### config.mk
export PLATFORM = sky130hd
export DESIGN_NAME = cam_line_capture
export DESIGN_NICKNAME = d
export VERILOG_FILES = /design/src/rtl/cam_line_capture.sv
export SDC_FILE = /design/constraint.sdc
export NUM_CORES = 2
export LEC_CHECK = 0
export CAP_MARGIN = 20
export CORE_ASPECT_RATIO = 0.6
export CORE_MARGIN = 1.5
export CORE_UTILIZATION = 50
export DETAILED_ROUTE_END_ITERATION = 10
export PLACE_DENSITY_LB_ADDON = 0.12
export RECOVER_POWER = 25
export SLEW_MARGIN = 20
export SYNTH_ARGS = -nofsm -noshare
export SYNTH_HDL_FRONTEND = slang
export SYNTH_SLANG_ARGS = --single-unit
### constraint.sdc
create_clock -name clock -period 6.35 [get_ports clock]
set_clock_uncertainty 0.05 [all_clocks]
set_input_delay 0.635 -clock clock [delete_from_list [all_inputs] [get_ports clock]]
set_output_delay 0.635 -clock clock [all_outputs]
set_load 0.02 [all_outputs]
### src/rtl/cam_line_capture.sv
// cam_line_capture
// Assembles a raster grayscale pixel stream into one flat vector per row and
// hands each completed row downstream over a valid/ack handshake. While the
// downstream detector scans the held output row, the next row fills the
// assembly buffer.
//
// Ports
//   clock              system clock, rising edge
//   reset              synchronous, active-low
//   frame_start        one-cycle pulse; the first pixel may share the cycle
//   pixel_data[7:0]    grayscale pixel, sampled when pixel_valid is high
//   pixel_valid        pixel qualifier, raster order, column 0 first
//   line_ack           downstream consumed line_data (only while line_valid)
//   line_data          completed row, pixel c at bits [8c+7:8c]
//   line_valid         line_data/line_number valid, held until acked
//   line_number[7:0]   row index of line_data
//   frame_capture_done one-cycle pulse when the last row of a frame transfers
//   overflow           sticky, a completed row was dropped (cleared by reset)
module cam_line_capture #(
  parameter int MAX_RESOLUTION = 112
) (
  input  logic                        clock,
  input  logic                        reset,
  input  logic                        frame_start,
  input  logic [7:0]                  pixel_data,
  input  logic                        pixel_valid,
  input  logic                        line_ack,
  output logic [MAX_RESOLUTION*8-1:0] line_data,
  output logic                        line_valid,
  output logic [7:0]                  line_number,
  output logic                        frame_capture_done,
  output logic                        overflow
);

  localparam int         DATA_W = 8;
  localparam int         IDX_W  = (MAX_RESOLUTION > 1) ? $clog2(MAX_RESOLUTION) : 1;
  localparam logic [7:0] LAST   = 8'(MAX_RESOLUTION - 1);

  typedef enum logic {
    IDLE    = 1'b0,
    CAPTURE = 1'b1
  } state_t;

  state_t            state, state_next;
  logic [7:0]        col, col_next;
  logic [7:0]        row, row_next;
  logic              wr_en;
  logic [IDX_W-1:0]  wr_idx;
  logic              xfer;
  logic              drop;
  logic              done_next;
  logic              out_free;

  logic [DATA_W-1:0]          pix_mem [MAX_RESOLUTION];
  logic [MAX_RESOLUTION*8-1:0] line_next;

  // Row leaving the assembly buffer: the final pixel is taken straight from the
  // input so the row can transfer in the same cycle that pixel is sampled.
  for (genvar c = 0; c < MAX_RESOLUTION; c++) begin : g_pack
    if (c == MAX_RESOLUTION - 1) begin : g_last
      assign line_next[8*c +: 8] = pixel_data;
    end else begin : g_mem
      assign line_next[8*c +: 8] = pix_mem[c];
    end
  end

  // Next-state, counters and transfer decision
  always_comb begin
    state_next = state;
    col_next   = col;
    row_next   = row;
    wr_en      = 1'b0;
    wr_idx     = col[IDX_W-1:0];
    xfer       = 1'b0;
    drop       = 1'b0;
    done_next  = 1'b0;
    // An ack in the same cycle frees the output register for a new row.
    out_free   = !line_valid || line_ack;

    case (state)
      IDLE: begin
        if (frame_start) begin
          state_next = CAPTURE;
          row_next   = 8'd0;
          col_next   = 8'd0;
          if (pixel_valid) begin
            wr_en    = 1'b1;
            wr_idx   = '0;
            col_next = 8'd1;
          end
        end
      end
      CAPTURE: begin
        if (frame_start) begin
          // Restart discards the partial row; the pending output line stays.
          row_next = 8'd0;
          col_next = 8'd0;
          if (pixel_valid) begin
            wr_en    = 1'b1;
            wr_idx   = '0;
            col_next = 8'd1;
          end
        end else if (pixel_valid) begin
          wr_en = 1'b1;
          if (col == LAST) begin
            col_next = 8'd0;
            if (out_free) begin
              xfer = 1'b1;
            end else begin
              drop = 1'b1;
            end
            if (row == LAST) begin
              state_next = IDLE;
              row_next   = 8'd0;
              done_next  = out_free;
            end else begin
              row_next = row + 8'd1;
            end
          end else begin
            col_next = col + 8'd1;
          end
        end
      end
      default: begin
        state_next = IDLE;
      end
    endcase
  end

  // Control and output registers
  always_ff @(posedge clock) begin
    if (!reset) begin
      state              <= IDLE;
      col                <= 8'd0;
      row                <= 8'd0;
      line_valid         <= 1'b0;
      line_number        <= 8'd0;
      line_data          <= '0;
      frame_capture_done <= 1'b0;
      overflow           <= 1'b0;
    end else begin
      state              <= state_next;
      col                <= col_next;
      row                <= row_next;
      frame_capture_done <= done_next;
      if (drop) begin
        overflow <= 1'b1;
      end
      if (xfer) begin
        line_valid  <= 1'b1;
        line_number <= row;
        line_data   <= line_next;
      end else if (line_ack) begin
        line_valid <= 1'b0;
      end
    end
  end

  // Assembly buffer (data only, no reset needed: every column is rewritten
  // before a row can complete)
  always_ff @(posedge clock) begin
    if (wr_en) begin
      pix_mem[wr_idx] <= pixel_data;
    end
  end

endmodule

# Word-level counts from Yosys, hierarchy flattened
# Memory sizes are Yosys's and may differ from the RTL's. A register that Yosys moved wholly into a read port is not among the register bits.
# Cells that the tools add are included.
# op_classes
n_addsub,2
eq_ne,5
muxes,37
bitwise_logic,5
reduce_logical,117
# op_table
operator,count
1-bit zero test,112
8-bit 2-to-1 mux,9
8-bit case mux with 2 select lines,2
1-bit 2-to-1 mux,22
8-bit by 1-bit adder with 8-bit output (second input constant),2
8-bit by 7-bit equality test with 1-bit output (second input constant),2
7-bit 2-to-1 mux,2
6-bit OR reduction,1
1-bit NOT,5
1-bit case mux with 2 select lines,2
3-bit by 2-bit != test with 1-bit output (second input constant),1
3-bit != test (second input constant),1
3-bit AND reduction,1
2-bit != test (second input constant),1
2-bit AND reduction,1
2-bit nonzero test,1
1-bit logical OR,1
# word_totals
ff_bits,924
mem_bits_rw,896
in_bits,13
out_inout_bits,907
word_cells,175
mem_count,1
# memory_table
name,words,word_bits,rd,rd_ports_with_merged_regs,write_ports,line_no,text
pix_mem,112,8,111,111,1,54,logic [DATA_W-1:0] pix_mem [MAX_RESOLUTION];

# Longest topological paths before layout
# logic_depth
word_depth,8
depth_mapped,11
mapped_depth_nobuf,5

# Worst setup path before layout
# No wires, ideal clock.
# synth_path
path_type,input to register
startpoint,in pixel_valid
endpoint,mem pix_mem[31][0] (enable)
setup_ps,398
arrival_time_ps,2066
t_required_ps,5902
setup_slack_ps,3836
path_stages,4
n_path_buf,1
cell_sequence,and2_1 > clkbuf_1 > nor2_1 > nor4b_1
# synth_between
elab_chain_cells,5
word_cells_on_any_way,7
classes_between,mux (7)
# synth_rtl
item,line_no,text
"start, declared",26,"input logic pixel_valid,"
1-bit 2-to-1 mux,"86, 98, 103",
1-bit 2-to-1 mux,82,if (frame_start) begin
1-bit case mux with 2 select lines,80,case (state)
1-bit 2-to-1 mux,162,if (wr_en) begin
1-bit 2-to-1 mux (implied by the code),163,pix_mem[wr_idx] <= pixel_data;
"end, declared",54,
# Parallel ways exist; a longest one is shown, timed or not.

# Worst setup path after layout
# layout_path
startpoint,in pixel_data[5]
endpoint,mem pix_mem[15][5] (data pin)
# layout_rtl
item,line_no,text
"start, declared",25,"input logic [7:0] pixel_data,"
# No word-level cell before the write port.

==> run metrics <==
outcome finished with violations; failing checks capacitance limit, slew limit; clk sinks 1,812; Internal 17.9 mW; actual slew at the worst max-slew pin 4.50 ns; yosys warns 0; Critical Path AT 5.06 ns; WP data required 6.40 ns; Post-Place Cells 7,623; Hold Violations, Final 0; effective utilization at floorplan 0.503; final slew viol count 893; CP Cell Sequence clkbuf_1, clkbuf_1; Die Ht 293 um; port bufs 919; Worst setup EP type flop; simple-gate share of the synthesized area 0.190; Worst IR Drop VDD 0.000259 V; WS Path Type in2reg; relative slew slack -2.00; critical path's largest stage delay 2.43 ns; TritonCTS clock tree done; asr flop ratio synth 0; crit path time final 5.02 ns; Gate power share 0.020; leakage 26.4 nW; GRT Overall Usage 0.269; vias per std cell 5.39; Post-synth EDFFs 888; met3 GRT Util 0.0497; fin crit share 0.790; final setup vio count 0; post-synthesis net count 5,209; worst-path fanout max 39; Clock Path Buffers 3; Die W 486 um; ANT nets after route 0; area share of the largest cell type after synthesis 0.380; final wirelength 196,000 um; Peak Freq 0.199 GHz; met1 Track Usage GR 0.361; setup repair after global routing missed its margin false; # Max-Cap Violations 17; FP Rows 106; clk_lat worst skew 0.77 ns; CTS resizes 0; post-detail-place hpwl 127,000 um; pwr/cell area 269 nW/um2; Die ar. 143,000 um2; non-filler instance count after layout 7,932; Compound-Gate Fraction of Synth Area 0.115; initial antenna violation count 12; met2 usage 0.444; Post-Synth Adder-Cell Area 0.000357; cells after synthesis 5,194; CP Buf/Inv Count 2; post-synthesis sequential area ratio 0.644; vias in the first global route 40.9k; slowest cell on the critical path clkbuf_1; mean routed wirelength per cell 24.8 um; top-count cell post-synth nand2_1; routability cong. 0.808; most used cell, CP clkbuf_1; Synth Register Bits 1,812; DR iter-0 viols 3,504; Tot Pwr 22.8 mW; CTS buffer count 163; top post-synthesis cells by area edfxtp_1 (38%), dfxtp_1 (26%), nand3_2 (13%); clock power share 0.441; IO Pins 920; setup TNS 0 ns; hold_ws 0.396 ns; cell family with most CP delay buffers and inverters; first-pass GRT wire length 282,000 um; Synth Area in XOR/XNOR 0.000875; Most used DFF post-synth dfxtp_1; net switching fraction of the power 0.216; TritonRoute pass-1 iters 6; area leader, netlist edfxtp_1; Net Sw Power 4.91 mW; Sequential Power Share 0.538; Synth Area per Inst 13.5 um2; Core ar. 139,000 um2; GRT busiest layer met2; Tightest Hold Check Type reg2reg; layout cell share with drive strength beyond 1 0.350; via count 42.7k; unique cell type count in the Yosys netlist 44; setup bufs post-CTS 0; multiplexer share of the synthesized area 0; Syn Std Cell Area 70,100 um2; area grow syn2layout 20.7%; gr ovfl total 0; hold buffers post-CTS 0; Worst setup SP type input pin; largest net degree at the start of global routing 195; main combinational cell family by area after synthesis simple AND/OR/NAND/NOR gates; Post-synth top cells nand2_1 (927), dfxtp_1 (924), nand3_2 (890), o21ai_2 (890), edfxtp_1 (888); fin nets 5,968; # DRC 0; CTS Root Cell clkbuf_16; CTS H-tree lvls 4; CTS clk-pin slew, worst paths 0.06 ns
==> final timing paths <==
kind,from,depth (start not counted),to,slack [ns]
max,pixel_data[5],2,pix_mem[15][5]$_DFFE_PP_,1.33
min,line_data[412]$_SDFFE_PN0P_,2,line_data[412]$_SDFFE_PN0P_,0.40
max reg2reg,state$_SDFF_PN0_,4,pix_mem[19][7]$_DFFE_PP_,3.07
min reg2reg,line_data[412]$_SDFFE_PN0P_,2,line_data[412]$_SDFFE_PN0P_,0.40
==> final cells by class <==
class | count | area, um2
antenna | 2 | 5.00
clock buffer | 244 | 4720
clock inverter | 62 | 716
fill | 10921 | 54700
inverter | 3 | 11.3
multi-input combinational | 2959 | 21500
sequential | 1812 | 45200
tap | 1836 | 2300
timing repair buffer | 1014 | 10200
==> cells in the final DEF, fill, tap and decap left out, drive strengths merged, types with 8 or more instances in the layout <==
cell	n
o21ai	912
nand3	920
clkdlybuf4s50	909
buf	85
edfxtp	888
nand2	927
nor3	8
inv	11
clkinv	38
clkbuf	263
dfxtp	924
nor2	119
bufinv	9
nand4	9
==> power by group through the flow <==
stage	clock network, mW	registers (mW)	logic, mW
floorplan	0	12.5	0.233
global placement	0	12.5	0.464
detailed placement	0	12.5	0.466
CTS	10.2	12.2	0.467
global route	10.7	12.3	0.481
finish	10.1	12.3	0.457
==> state kept, by name, summed over array words and instances, names as in the netlist <==
signal,flops
line_valid,1
frame_capture_done,1
line_number,8
col,8
line_data,896
pix_mem,888
overflow,1
row,8
state,1
==> metal layers <==
| layer | wire, um | part of all wire |
|---|---|---|
| met5 | 13 | 0.000066 |
| met3 | 11100 | 0.057 |
| met1 | 83800 | 0.43 |
| met2 | 95800 | 0.49 |
| met4 | 5690 | 0.029 |
==> logic make-up after synthesis <==
logic type               after synthesis
XOR/XNOR                               7
buffers and inverters                423
flip-flops                          1812
AND/OR/NAND/NOR                     2018
adder cells (fa/ha/maj)                2
AO/OA/AOI/OAI                        932
==> worst reg2reg max path, cell delays in order, from the launching register on <==
cell	delay (ns)
dfxtp_1	0.56
o21a_1	0.29
nand4_1	0.77
buf_4	0.47
nor2_1	0.76
==> per-stage QoR <==
stage / worst slack (ns) / instance area [um2] / util
after global placement: 2.04 / 79200 / 0.569
after floorplan: 3.84 / 70100 / -
after detailed placement: 2.04 / 79300 / 0.569
after CTS: 2.87 / 84700 / 0.608
final: 1.33 / 84600 / 0.608
after global routing: 1.36 / 84600 / 0.608
Note: power is estimated with default switching activity, not from simulation.
